[src/rtl/pwm_led_bank.sv]
// ---------------------------------------------------------------------------
// pwm_led_bank
//   Multi-channel PWM LED driver. Each channel has a duty register written by
//   the core; the duty actually used by the comparator only changes at a PWM
//   period boundary, so a pin never sees a truncated or doubled pulse.
//
//   Optional build macro: PWM_LED_FADE_EN
//     Defined     : duty writes set a per-channel target; at every period
//                   boundary the active duty moves one step toward it.
//     Not defined : duty writes land in a shadow register which is copied to
//                   the active duty at the next period boundary.
//
// Ports
//   clk          in   1               system clock
//   reset        in   1               asynchronous, active-low reset
//   wr_en        in   1               one-cycle write strobe
//   wr_addr      in   ADDR_W          0..NUM_CH-1 duty[ch], NUM_CH prescale,
//                                     NUM_CH+1 invert mask
//   wr_data      in   PRESCALE_WIDTH  write data (low bits for duty / mask)
//   wr_err       out  1               pulse: write to an unmapped address
//   period_tick  out  1               pulse in the first cycle of a period
//   led_out      out  NUM_CH          registered PWM pins, polarity applied
//
// PRESCALE_WIDTH must be at least PWM_WIDTH and NUM_CH, since duty and mask
// values are taken from the low bits of wr_data.
// ---------------------------------------------------------------------------
module pwm_led_bank #(
  parameter int                        NUM_CH           = 4,
  parameter int                        PWM_WIDTH        = 8,
  parameter int                        PRESCALE_WIDTH   = 16,
  parameter logic [PRESCALE_WIDTH-1:0] DEFAULT_PRESCALE = '0,
  parameter logic [NUM_CH-1:0]         INVERT_DEFAULT   = '0,
  localparam int                       ADDR_W           = $clog2(NUM_CH + 2)
) (
  input  logic                      clk,
  input  logic                      reset,
  input  logic                      wr_en,
  input  logic [ADDR_W-1:0]         wr_addr,
  input  logic [PRESCALE_WIDTH-1:0] wr_data,
  output logic                      wr_err,
  output logic                      period_tick,
  output logic [NUM_CH-1:0]         led_out
);

  localparam logic [ADDR_W-1:0] ADDR_PRESCALE = ADDR_W'(NUM_CH);
  localparam logic [ADDR_W-1:0] ADDR_INVERT   = ADDR_W'(NUM_CH + 1);

  logic [PRESCALE_WIDTH-1:0] pre_cnt_reg, pre_cnt_next;
  logic [PRESCALE_WIDTH-1:0] prescale_reg, prescale_next;
  logic [PWM_WIDTH-1:0]      pwm_cnt_reg, pwm_cnt_next;
  logic [NUM_CH-1:0]         invert_reg, invert_next;
  logic [NUM_CH-1:0]         led_out_reg;
  logic [NUM_CH-1:0]         led_on;
  logic                      period_tick_reg;
  logic                      wr_err_reg;

  logic tick;
  logic boundary;
  logic prescale_wr;
  logic invert_wr;
  logic addr_bad;

  assign tick        = (pre_cnt_reg == prescale_reg);
  assign boundary    = tick && (pwm_cnt_reg == {PWM_WIDTH{1'b1}});
  assign prescale_wr = wr_en && (wr_addr == ADDR_PRESCALE);
  assign invert_wr   = wr_en && (wr_addr == ADDR_INVERT);
  assign addr_bad    = wr_en && (wr_addr > ADDR_INVERT);

  // Shared timebase: prescaler, period counter and polarity mask.
  always_comb begin
    prescale_next = prescale_reg;
    pre_cnt_next  = pre_cnt_reg + PRESCALE_WIDTH'(1);
    if (prescale_wr) begin
      // Restart the prescaler so the new rate begins from a clean count.
      prescale_next = wr_data;
      pre_cnt_next  = '0;
    end else if (tick) begin
      pre_cnt_next = '0;
    end
    pwm_cnt_next = tick ? pwm_cnt_reg + PWM_WIDTH'(1) : pwm_cnt_reg;
    // A mask write reaches the pins on the very next register update rather
    // than waiting for a period boundary.
    invert_next  = invert_wr ? wr_data[NUM_CH-1:0] : invert_reg;
  end

  always_ff @(posedge clk or negedge reset) begin
    if (!reset) begin
      pre_cnt_reg     <= '0;
      prescale_reg    <= DEFAULT_PRESCALE;
      pwm_cnt_reg     <= '0;
      invert_reg      <= INVERT_DEFAULT;
      led_out_reg     <= INVERT_DEFAULT;
      period_tick_reg <= 1'b0;
      wr_err_reg      <= 1'b0;
    end else begin
      pre_cnt_reg     <= pre_cnt_next;
      prescale_reg    <= prescale_next;
      pwm_cnt_reg     <= pwm_cnt_next;
      invert_reg      <= invert_next;
      led_out_reg     <= led_on ^ invert_next;
      period_tick_reg <= boundary;
      wr_err_reg      <= addr_bad;
    end
  end

  // Per-channel duty handling and comparator.
  genvar gi;
  generate
    for (gi = 0; gi < NUM_CH; gi++) begin : g_ch
      localparam logic [ADDR_W-1:0] CH_ADDR = ADDR_W'(gi);

      logic                 duty_wr;
      logic [PWM_WIDTH-1:0] wr_duty;
      logic [PWM_WIDTH-1:0] active_reg, active_next;

      assign duty_wr = wr_en && (wr_addr == CH_ADDR);
      assign wr_duty = wr_data[PWM_WIDTH-1:0];

`ifdef PWM_LED_FADE_EN
      logic [PWM_WIDTH-1:0] target_reg, target_next;
      logic [PWM_WIDTH-1:0] goal;

      // A write coinciding with a boundary steps toward the new target.
      assign goal = duty_wr ? wr_duty : target_reg;

      always_comb begin
        target_next = duty_wr ? wr_duty : target_reg;
        active_next = active_reg;
        if (boundary) begin
          if (active_reg < goal) begin
            active_next = active_reg + PWM_WIDTH'(1);
          end else if (active_reg > goal) begin
            active_next = active_reg - PWM_WIDTH'(1);
          end
        end
      end

      always_ff @(posedge clk or negedge reset) begin
        if (!reset) begin
          target_reg <= '0;
          active_reg <= '0;
        end else begin
          target_reg <= target_next;
          active_reg <= active_next;
        end
      end
`else
      logic [PWM_WIDTH-1:0] shadow_reg, shadow_next;

      always_comb begin
        shadow_next = duty_wr ? wr_duty : shadow_reg;
        active_next = active_reg;
        // Bypass the shadow so a write on the boundary cycle is not lost
        // for a whole period.
        if (boundary) begin
          active_next = shadow_next;
        end
      end

      always_ff @(posedge clk or negedge reset) begin
        if (!reset) begin
          shadow_reg <= '0;
          active_reg <= '0;
        end else begin
          shadow_reg <= shadow_next;
          active_reg <= active_next;
        end
      end
`endif

      // All-ones duty means fully on; the plain compare would leave one
      // dark tick per period.
      assign led_on[gi] = (active_reg == {PWM_WIDTH{1'b1}}) ||
                          (pwm_cnt_reg < active_reg);
    end
  endgenerate

  assign led_out     = led_out_reg;
  assign period_tick = period_tick_reg;
  assign wr_err      = wr_err_reg;

endmodule

[config.mk]
export PLATFORM = sky130hd
export DESIGN_NAME = pwm_led_bank
export DESIGN_NICKNAME = d
export VERILOG_FILES = /design/src/rtl/pwm_led_bank.sv
export SDC_FILE = /design/constraint.sdc
export NUM_CORES = 1
export LEC_CHECK = 0
export ABC_AREA = 1
export CORE_MARGIN = 10
export CORE_UTILIZATION = 48
export CTS_CLUSTER_SIZE = 16
export DETAILED_ROUTE_END_ITERATION = 6
export GPL_ROUTABILITY_DRIVEN = 0
export HOLD_SLACK_MARGIN = 0.1
export MAX_ROUTING_LAYER = met4
export PLACE_DENSITY = 0.66
export SLEW_MARGIN = 20
export SYNTH_ARGS = -nofsm -noshare
export SYNTH_HDL_FRONTEND = slang
export SYNTH_SLANG_ARGS = --single-unit
[constraint.sdc]
create_clock -name clk -period 1.85 [get_ports clk]
set_input_delay 0.185 -clock clk [delete_from_list [all_inputs] [get_ports clk]]
set_output_delay 0.185 -clock clk [all_outputs]
set_load 0.02 [all_outputs]
==> flow_summary.toml, run 1 <==
[run_status]
status = "finished clean"

[setup_path]
reg2reg_to = "g_ch[3].active_reg[6]$_DFFE_PN0P_"
slowest_delay_ps = 590
reg2reg_from = "pwm_cnt_reg[6]$_DFFE_PN0P_"
cp_max_fo = 32
startpoint_type = "register"
crit_chain = "nand2_1, nor3_4, buf_12, nand4_1, nand2_1"
end_kind = "register"
cpMostUsedCell = "nand2_1"
cp_num_buf_inv = 1
cp_top_family = "simple AND/OR/NAND/NOR gates"
required_ps = 2200
reg2reg_depth = 5
worst-setup-path-type = "register to register"
crit_arrival_ps = 2060
cp_slowest_cell = "dfrtp_1"
r2r_slack_ps = 140

[logic_synthesis]
yosysWarnings = 0
yosysSeqAreaShare_pct = 48.4
post_synth.cell_area_avg_um2 = 8.00
synth_fp_nets = 788
syn_area_um2 = 5890
syn_inst = 736
yosys-top-cells-area = "dfrtp_1, nand2_1, ha_1, inv_1, o21ai_0"
synth_seq_cells = 114
yosysTopAreaCellShare_pct = 48.4
yosys.cell_types.count = 27
synth_largest_area_cell = "dfrtp_1"

[clocking]
cts_buffer_depth = 2
cts_max_level = 4
clock-sinks = 114
clk_pin_slew_worst_paths_ps = 50
clk_latency_ps = 420
numCtsBuffers = 17
cts_tree = "yes"
cts_root_buf = "clkbuf_16"

[finish]
n_antenna_cell = 0
area_delta_synth_final_pct = 20.3
fin_nets = 840
drive_above_1_share_pct = 9.61
final_core_util_pct = 59.0

[timing]
setup-violations-final = 0
finalHoldViolations = 0
period_share_pct = 92.6
finalCriticalPeriod_ps = 1710
skew_ps = 5.52
maxSlewViolCount = 0
timing.fmax_ghz = 0.584
tightestPinTransition_ps = 599
relSlewSlack_pct = 60.1
rsz0062_at_grt = "no"
layout_setup_ws_ps = 137

[global_route]
grt_antenna_before_repair = 0
grt_start_max_net_pins = 115
grt.total_usage_pct = 18.7
grt_pass1_vias = 4917
grt-busiest-layer = "met2"
grt.overflow.total = 0
use_met2_pct = 28.8
gr-usage-met3_pct = 5.40
grt_first_pass_wirelength_um = 24000
grt_use_met1_pct = 21.5

[place]
place_ws_ps = -33.9
io_buffers = 27
hpwlAfterDp_um = 9780

[detailed_routing]
drt-initial-drc-count = 367
dr_total_vias = 4922
first_pass_iters = 5
routed_via_density = 5.19
wire_per_inst_um = 14.8
routed_wl_um = 14000
drc = 0
drtAntennaViolNets = 0

[power]
p_leak_nw = 3.89
ir_worst_vdd_uv = 685
p_per_area_nw_per_um2 = 1030

[floorplan]
die_h_um = 131
dieArea_um2 = 17100
coreArea_um2 = 12000
initial_core_util_pct = 49.0
core.rowCount = 40
die_w_um = 131
io_pins = 28

[hold_path]
min_to = "prescale_reg[13]$_DFFE_PN0P_"
hold_path_class = "input pin to register"
hold_depth = 3
min_from = "wr_data[13]"

[job]
drv_cap = 0
## worst max path at each step
stage | start | endpoint | slack (ps) | cells after the start
2_1_floorplan | pwm_cnt_reg[1]$_DFFE_PN0P_ | g_ch[0].active_reg[4]$_DFFE_PN0P_ | 270 | 6
3_3_place_gp | wr_addr[0] | led_out[1]$_DFF_PN0_ | -30 | 8
4_1_cts | pwm_cnt_reg[0]$_DFFE_PN0P_ | g_ch[3].active_reg[6]$_DFFE_PN0P_ | 140 | 6
3_5_place_dp | wr_addr[0] | led_out[1]$_DFF_PN0_ | -30 | 8
5_1_grt | pre_cnt_reg[14]$_DFF_PN0_ | pre_cnt_reg[6]$_DFF_PN0_ | 30 | 9
6_report | pwm_cnt_reg[6]$_DFFE_PN0P_ | g_ch[3].active_reg[6]$_DFFE_PN0P_ | 140 | 5
## logic make-up (layout without fill, tap and decap cells)
logic type | Yosys count | after routing | share of synthesized area, %
XOR/XNOR | 18 | 18 | 2.68
adder cells (fa/ha/maj) | 30 | 30 | 6.37
buffers and inverters | 112 | 177 | 8.52
AO/OA/AOI/OAI | 65 | 65 | 5.56
flip-flops | 114 | 114 | 48.4
AND/OR/NAND/NOR | 397 | 397 | 28.4
## layout make-up
class / instances / area (um2)
inverters: 90 / 338
multi-input cells: 510 / 2540
repair buffers: 55 / 556
flip-flops and latches: 114 / 2860
clock inverters: 13 / 159
fillers: 1062 / 4920
clock buffers: 19 / 453
well taps: 147 / 184
## power breakdown
part,internal (mW),switching [mW]
Combinational,0.386,0.568
Sequential,2.80,0.189
Clock,2.18,1.16
## worst min-delay path, delay by kind of cell
family          cells  cell delay [ps]
compound gates      1               60
simple gates        1               60
buf+inv             1              400
## cell usage after synthesis (all sizes together)
master and number:
nor3 12, xor2 12, nor2 54, dfrtp 114
ha 30, nand3b 1, nand3 21, inv 89
a21oi 9, clkbuf 4, clkinv 1, nand2 268
o21ai 55, nor4 3, buf 18, o21a 1
xnor2 6, nand4 38
## layer usage
metal	share of wire [%]	up-vias	wire length (um)
li1	-	2445	-
met2	48	116	6690
met1	43	2318	6020
met4	4.2	0	594
met5	0	-	0
met3	5.0	43	701
## timing repair
| item | 4_1_cts | 5_1_grt |
|---|---|---|
| endpoints found under the setup margin | 0 | 1 |
| hold endpoints to repair | 114 | 0 |
| resized for setup | 0 | 3 |
| buffers inserted | 0 | 1 |
| hold buffers | 1 | 0 |
## placed cells by master, fill, tap and decap left out
cell type,n
dfrtp_1,112
o21a_1,1
clkinv_1,1
xor2_1,12
ha_1,30
clkbuf_8,2
xnor2_1,6
inv_6,1
clkbuf_16,17
bufinv_16,3
buf_12,6
dfrtp_2,2
nand4_1,38
dlygate4sd3_1,1
inv_2,6
nor2_4,2
nor3_4,1
nand2_1,265
nand3b_1,1
nand3_1,20
nor3_1,11
nor4_1,3
nand2_2,3
clkinv_4,4
nor2_1,50
buf_4,22
nand3_2,1
a21oi_1,9
inv_1,83
clkdlybuf4s50_1,26
nor2_2,2
clkinv_2,5
o21ai_1,3
o21ai_0,52
## metrics by stage
step	setup TNS, ps	power (mW)	area (um2)	hold slack [ps]	instances
after CTS	0	7.35	7080	325	947
after global routing	0	7.65	7090	334	948
final	0	7.28	7090	335	948
after global placement	-26.2	3.94	6450	314	914
after floorplan	0	3.60	5890	-111	736
after detailed placement	-33.9	3.97	6450	324	914
Power figures use the tool's default switching activity.
==> inputs of run 2 (changes only) <==
--- a/config.mk
+++ b/config.mk
@@ -6,7 +6,7 @@
 export NUM_CORES = 1
 export LEC_CHECK = 0
 export ABC_AREA = 1
-export CORE_MARGIN = 10
+export CORE_MARGIN = 2
 export CORE_UTILIZATION = 48
 export CTS_CLUSTER_SIZE = 16
 export DETAILED_ROUTE_END_ITERATION = 6
==> flow_summary.toml, run 2 (synthesis gave the netlist of run 1 again) <==
[timing]
maxSlewViolCount = 0
setup-violations-final = 0
period_share_pct = 90.5
finalCriticalPeriod_ps = 1670
timing.fmax_ghz = 0.597
tightestPinTransition_ps = 570
finalHoldViolations = 0
skew_ps = 8.90
relSlewSlack_pct = 61.6
rsz0062_at_grt = "no"

[power]
p_total_mw = 7.11
p_leak_nw = 3.83
p_per_area_nw_per_um2 = 1010
ir_worst_vdd_uv = 627

[clocking]
numCtsBuffers = 17
cts_tree = "yes"
cts_root_buf = "clkbuf_16"
clk_latency_ps = 420
clock-sinks = 114
cts_buffer_depth = 2
clk_pin_slew_worst_paths_ps = 50
cts_setup_buffers = 0
cts_max_level = 4

[detailed_routing]
routed_wl_um = 13800
first_pass_iters = 5
dr_total_vias = 4874
drtAntennaViolNets = 0
wire_per_inst_um = 14.6
drt-initial-drc-count = 255
drc = 0
routed_via_density = 5.15

[finish]
mostFrequentLayoutCells = "nand2_1, dfrtp_1, inv_1"
n_antenna_cell = 0
drive_above_1_share_pct = 9.50
layout_commonest_cell = "nand2_1"
instances_no_fill = 947
fill_cells = 1081
fin_nets = 839
area_delta_synth_final_pct = 19.5

[floorplan]
die_h_um = 115
core.rowCount = 40
dieArea_um2 = 13200
coreArea_um2 = 12000
io_pins = 28
initial_core_util_pct = 49.0
die_w_um = 115

[place]
place_inst = 914
hpwlAfterDp_um = 9700
io_buffers = 27

[setup_path]
required_ps = 2160
cpMostUsedCell = "nand2_1"
startpoint_type = "register"
slowest_delay_ps = 420
crit_arrival_ps = 1980
cp_slowest_cell = "dfrtp_2"
worst-setup-path-type = "register to register"
reg2reg_depth = 10
cp_max_fo = 24
end_kind = "register"
crit_chain = "inv_2, nand2_1, nand2_1, nor2_1, nand2_1, nor2_4, nand3_2, buf_4, nand2_1, nand2_1"

[job]
drv_cap = 0

[global_route]
grt_first_pass_wirelength_um = 23800
grt_antenna_before_repair = 0
grt_pass1_vias = 4886
grt.total_usage_pct = 24.2
grt.overflow.total = 0
grt_start_max_net_pins = 53

[hold_path]
hold_path_class = "input pin to asynchronous set/reset pin"

[run_status]
status = "finished clean"
[run 2: final timing paths]
kind	start	slack, ps	to
max	pre_cnt_reg[9]$_DFF_PN0_	180	g_ch[3].active_reg[3]$_DFFE_PN0P_
min	reset	230	prescale_reg[8]$_DFFE_PN0P_
max reg2reg	pre_cnt_reg[9]$_DFF_PN0_	180	g_ch[3].active_reg[3]$_DFFE_PN0P_
min reg2reg	g_ch[2].active_reg[6]$_DFFE_PN0P_	470	g_ch[2].active_reg[6]$_DFFE_PN0P_
max in group asynchronous	reset	1000	g_ch[2].active_reg[3]$_DFFE_PN0P_
min in group clk	wr_data[14]	330	prescale_reg[14]$_DFFE_PN0P_
[run 2: through the flow]
stage                     hold WS (ps)  area [um2]  setup slack, ps  utilization, %  TNS (ps)
final                              228        7040              176            58.6         0
after global routing               267        7040             11.4            58.6         0
after CTS                          233        7030             99.6            58.6         0
after detailed placement           129        6440            -70.9            53.6     -70.9
after global placement             129        6440            -30.5            53.6     -30.5
after floorplan                   -111        5890              271               -         0
[run 2: worst max-delay path, delay by kind of cell, from the launching register on]
| family | cells | cell delay [ps] |
|---|---|---|
| AND/OR/NAND/NOR | 8 | 830 |
| buffers and inverters | 2 | 300 |
| flip-flops | 1 | 420 |
[run 2: routing by layer]
| layer | up-vias | GRT usage [%] | part of all wire, % |
|---|---|---|---|
| li1 | 2445 | - | - |
| met1 | 2325 | 30.0 | 45 |
| met2 | 90 | 40.0 | 50 |
| met3 | 14 | 5.85 | 4.3 |
| met4 | 0 | 6.75 | 1.1 |
| met5 | - | - | 0 |
[run 2: layout make-up]
| type | count | area, um2 | area share [%] |
|---|---|---|---|
| Inverter | 90 | 338 | 4.80 |
| Multi-Input combinational cell | 510 | 2540 | 36.1 |
| Clock buffer | 20 | 447 | 6.35 |
| Sequential cell | 114 | 2860 | 40.6 |
| Clock inverter | 12 | 134 | 1.90 |
| Timing Repair Buffer | 54 | 536 | 7.61 |
| Tap cell | 147 | 184 | 2.61 |
[run 2: report_power, final]
group	total [mW]	switching [mW]	internal [mW]
sequential	2.98	0.188	2.79
clock	3.19	1.17	2.01
combinational	0.942	0.566	0.376
total	7.11	1.93	5.18
[run 2: timing repair]
action	CTS	global route
hold endpoints to repair	114	0
hold buffers	1	0
resized for setup	0	4
endpoints found under the setup margin	0	38
==> RTL edit 1 (flow settings as in run 1) <==
The output `led_out` loses its register stage (`led_out_reg` becomes a continuous assignment).
--- a/src/rtl/pwm_led_bank.sv
+++ b/src/rtl/pwm_led_bank.sv
@@ -89,7 +89,6 @@
       prescale_reg    <= DEFAULT_PRESCALE;
       pwm_cnt_reg     <= '0;
       invert_reg      <= INVERT_DEFAULT;
-      led_out_reg     <= INVERT_DEFAULT;
       period_tick_reg <= 1'b0;
       wr_err_reg      <= 1'b0;
     end else begin
@@ -97,11 +96,12 @@
       prescale_reg    <= prescale_next;
       pwm_cnt_reg     <= pwm_cnt_next;
       invert_reg      <= invert_next;
-      led_out_reg     <= led_on ^ invert_next;
       period_tick_reg <= boundary;
       wr_err_reg      <= addr_bad;
     end
   end
+
+  assign led_out_reg = led_on ^ invert_next;
 
   // Per-channel duty handling and comparator.
   genvar gi;
Function: changed (Yosys sat finds a counterexample within 4 cycles, from zero or initial values and one cycle with reset low).
==> RTL edit 1 against run 1 <==
The run now ends with setup timing left. Sequential cell count decreased by 4. Wire length grew 4.8%. Area after synthesis down 1.7%. Setup slack worse by 310 ps. Sequential share of layout area decreased by 2.3 points. Fmax shrank 15%. Total power decreased by 17%. Design area grew 2.6%. Die area is 1.5% lower. Largest cell class unchanged.
==> RTL edit 1: results (changes against run 1) <==
status=finished, violations left; failing checks=setup timing; H-tree depth=3 (-1); Synth Net Count=784 (-0.51%); Max VDD drop=0.848 mV (+24%); final net count=869 (+3.5%); Placed Area=6600 um^2 (+2.3%); tightest hold margin=158 ps (-177 ps); met2 wire len=7.03 mm (+5.0%); met1 Resource Use GR=0.232 (+0.0176); worst min path class=input port to asynchronous set/reset pin; Filler Cell Count=1019 (-4.0%); critical path's slowest cell=dfrtp_2; vias per cell=5.15 (-0.90%); Synth area leaders=dfrtp_1, nand2_1, ha_1; final setup vio count=4 (+4); post-synthesis adder-cell area fraction=0.0649 (+0.00113); Clock Pin Slew Worst Setup and Hold Paths=70 ps (+20 ps); Critical Path AT=1840 ps (-220 ps); Max-slew headroom=0.658 (+0.0572); fin cells=969 (+2.2%); max incr delay on CP=510 ps (-80 ps); met3 WL=704 um (+0.43%); worst clock skew=5.18 ps (-0.334 ps); reg2reg start=pwm_cnt_reg[1]; latest clock arrival within the worst-skew pair=360 ps (-60 ps); vias in the first global route=4956 (+0.79%); dpl hpwl=10.3 mm (+5.6%); GRT Overall Usage=0.186 (-0.000937); sequential cell power=2.86 mW (-4%); met3 usage=0.0430 (-0.0110); Switching Share=0.274 (+0.0111); Iteration-0 DRC Markers=431 (+17%); post-cts resize count=37 (+37); FF-to-FF End=g_ch[1].active_reg[2]; P_leak=3.88 nW (-0.25%); Setup Slack @ Placement=-688 ps (-654 ps); PnR worst setup slack=-176 ps (-313 ps); P_comb=961 uW (+0.6%); met2 usage=0.294 (+0.00595); CP Max Fanout=5 (-84%); Synth top cells by count=nand2_1, dfrtp_1, inv_1, o21ai_0, nor2_1; compound-cell area share of the yosys netlist=0.0566 (+0.000986); placed cells=945 (+3.4%); Pwr Density=836 nW/um^2 (-19%); TritonCTS Buffers=9 (-8); drt total wl=14.7 mm (+4.8%); Reg2Reg Setup Slack=50 ps (-90 ps); met1 wire length=6.68 mm (+11%); TNS Setup=-643 ps (-643 ps); Multi-input gate area=2730 um^2 (+7.2%); post-synthesis xor/xnor area fraction=0.0272 (+0.000474)
==> RTL edit 1: how the worst max path moves through the flow <==
stage | from | to | slack, ps
3_5_place_dp | wr_addr[0] | led_out[3] | -690
6_report | pwm_cnt_reg[5] | led_out[1] | -180
3_3_place_gp | wr_addr[0] | led_out[3] | -560
4_1_cts | pwm_cnt_reg[5] | led_out[0] | -150
2_1_floorplan | pwm_cnt_reg[1] | g_ch[0].active_reg[1] | 270
5_1_grt | pwm_cnt_reg[5] | led_out[1] | -310
==> RTL edit 1: worst max-delay path: cells and delay by family, from the launching register on <==
family	cells	cell delay, ps
AOI/OAI and AO/OA	2	280
adders and majority gates	1	350
buffers and inverters	1	140
DFF	1	510
and+or+nand+nor	4	220
==> RTL edit 1: layout make-up <==
type	instances	area share
sequential	110	0.380
multi-input combinational	510	0.375
timing repair buffer	96	0.127
inverter	90	0.0464
clock buffer	10	0.0315
tap	147	0.0253
clock inverter	6	0.0160
==> RTL edit 2 (flow settings as in run 1) <==
Made on the original files. Add a define of `PWM_LED_FADE_EN`.
--- a/src/rtl/pwm_led_bank.sv
+++ b/src/rtl/pwm_led_bank.sv
@@ -24,6 +24,8 @@
 // PRESCALE_WIDTH must be at least PWM_WIDTH and NUM_CH, since duty and mask
 // values are taken from the low bits of wr_data.
 // ---------------------------------------------------------------------------
+`define PWM_LED_FADE_EN
+
 module pwm_led_bank #(
   parameter int                        NUM_CH           = 4,
   parameter int                        PWM_WIDTH        = 8,
Function: no difference found for any inputs over 10 cycles, from zero or initial values and one cycle with reset low; that may be too few to reach the edited logic, so the function may still have changed.
==> RTL edit 2 against run 1 <==
The flow now finishes with violations (setup timing). Global-route usage rose by 2.1 points. Critical path type unchanged. Design area rose by 63%. Area after synthesis rose by 31%. Fmax fell by 33%. Utilization rose by 14 points. Sequential cell count did not move. Wire length rose by 63%. Clock power rose by 13%. Critical path depth rose by 14. Total power rose by 28%. Setup slack got worse by 830 ps. Sequential share of layout area fell by 16 points.
==> RTL edit 2: results (changes against run 1) <==
status=finished, violations left; failing checks=setup timing; P_leak=5.95 nW (+53%); max incr delay on CP=370 ps (-220 ps); ratio of cells with drive above 1 in the final layout=0.316 (+0.220); reg2reg start=g_ch[3].target_reg[6]; mux cell area share after synthesis=0.0102 (+0.0102); CP Max Fanout=5 (-84%); worst clock skew=5.33 ps (-0.188 ps); Worst Hold End=g_ch[3].target_reg[0]; PnR worst setup slack=-693 ps (-830 ps); final net count=1337 (+59%); Filler Cell Count=1106 (+4.1%); switching pwr=2.71 mW (+42%); Synth Net Count=1133 (+44%); Combinational Power Share=0.276 (+0.145); internal power=6.58 mW (+23%); Hold Path Origin=wr_addr[0]; FF-to-FF End=g_ch[3].active_reg[7]; average wire per standard cell=15.7 um (+6.0%); first-pass GRT wire length=35.5 mm (+48%); Synth top cells by count=nand2_1, inv_1, dfrtp_1, ha_1, nor2_1; final setup vio count=32 (+32); Synth cell types=31 (+15%); dpl hpwl=14.0 mm (+44%); Synth area leaders=dfrtp_1, nand2_1, ha_1; tightest hold margin=182 ps (-153 ps); sequential cell power=2.95 mW (-1%); Iteration-0 DRC Markers=474 (+29%); Reg2Reg Depth=19 (+14); compound-cell area share of the yosys netlist=0.0728 (+0.0172); register area share after synthesis=0.368 (-0.116); GRT Overall Usage=0.208 (+0.0212); vias in the first global route=7257 (+48%)
## RTL edit 2: metal layers
| metal | vias to the layer above | GRT usage | share of wire |
|---|---|---|---|
| li1 | 3647 | - | - |
| met2 | 134 | 0.353 | 0.52 |
| met3 | 46 | 0.0384 | 0.033 |
| met1 | 3515 | 0.240 | 0.42 |
| met5 | - | - | 0 |
| met4 | 0 | 0.0778 | 0.025 |
## RTL edit 2: metrics by stage
stage | TNS [ps] | cell area, um^2 | setup WS (ps) | std cells
after CTS | -13640 | 11100 | -576 | 1436
after global placement | -44810 | 9580 | -1550 | 1373
after detailed placement | -45970 | 9580 | -1620 | 1373
after global routing | -20180 | 11600 | -805 | 1453
after floorplan | -14760 | 8160 | -678 | 1021
final | -16370 | 11600 | -693 | 1453
## RTL edit 2: worst max-delay path by stage
stage	from	end	slack [ps]
after floorplan	wr_en	g_ch[2].active_reg[7]	-680
after detailed placement	wr_en	g_ch[3].active_reg[7]	-1620
after CTS	wr_addr[2]	g_ch[3].active_reg[7]	-580
after global routing	wr_en	g_ch[3].active_reg[7]	-810
final	g_ch[3].target_reg[6]	g_ch[3].active_reg[7]	-690
after global placement	wr_en	g_ch[3].active_reg[7]	-1550
## RTL edit 2: final cells by class
cell class / count / area share
Multi-Input combinational cell: 729 / 0.465
Sequential cell: 114 / 0.246
Timing Repair Buffer: 191 / 0.151
Inverter: 172 / 0.0571
Clock buffer: 20 / 0.0394
Tap cell: 216 / 0.0233
Clock inverter: 11 / 0.0179
## RTL edit 2: timing repair
action | 4_1_cts | 5_1_grt
cloned | 5 | 0
endpoints found under the hold margin | 115 | 0
buffers inserted | 24 | 21
hold buffers | 4 | 0
pin swaps | 75 | 61
endpoints found under the setup margin | 32 | 48
gates resized for setup | 169 | 80
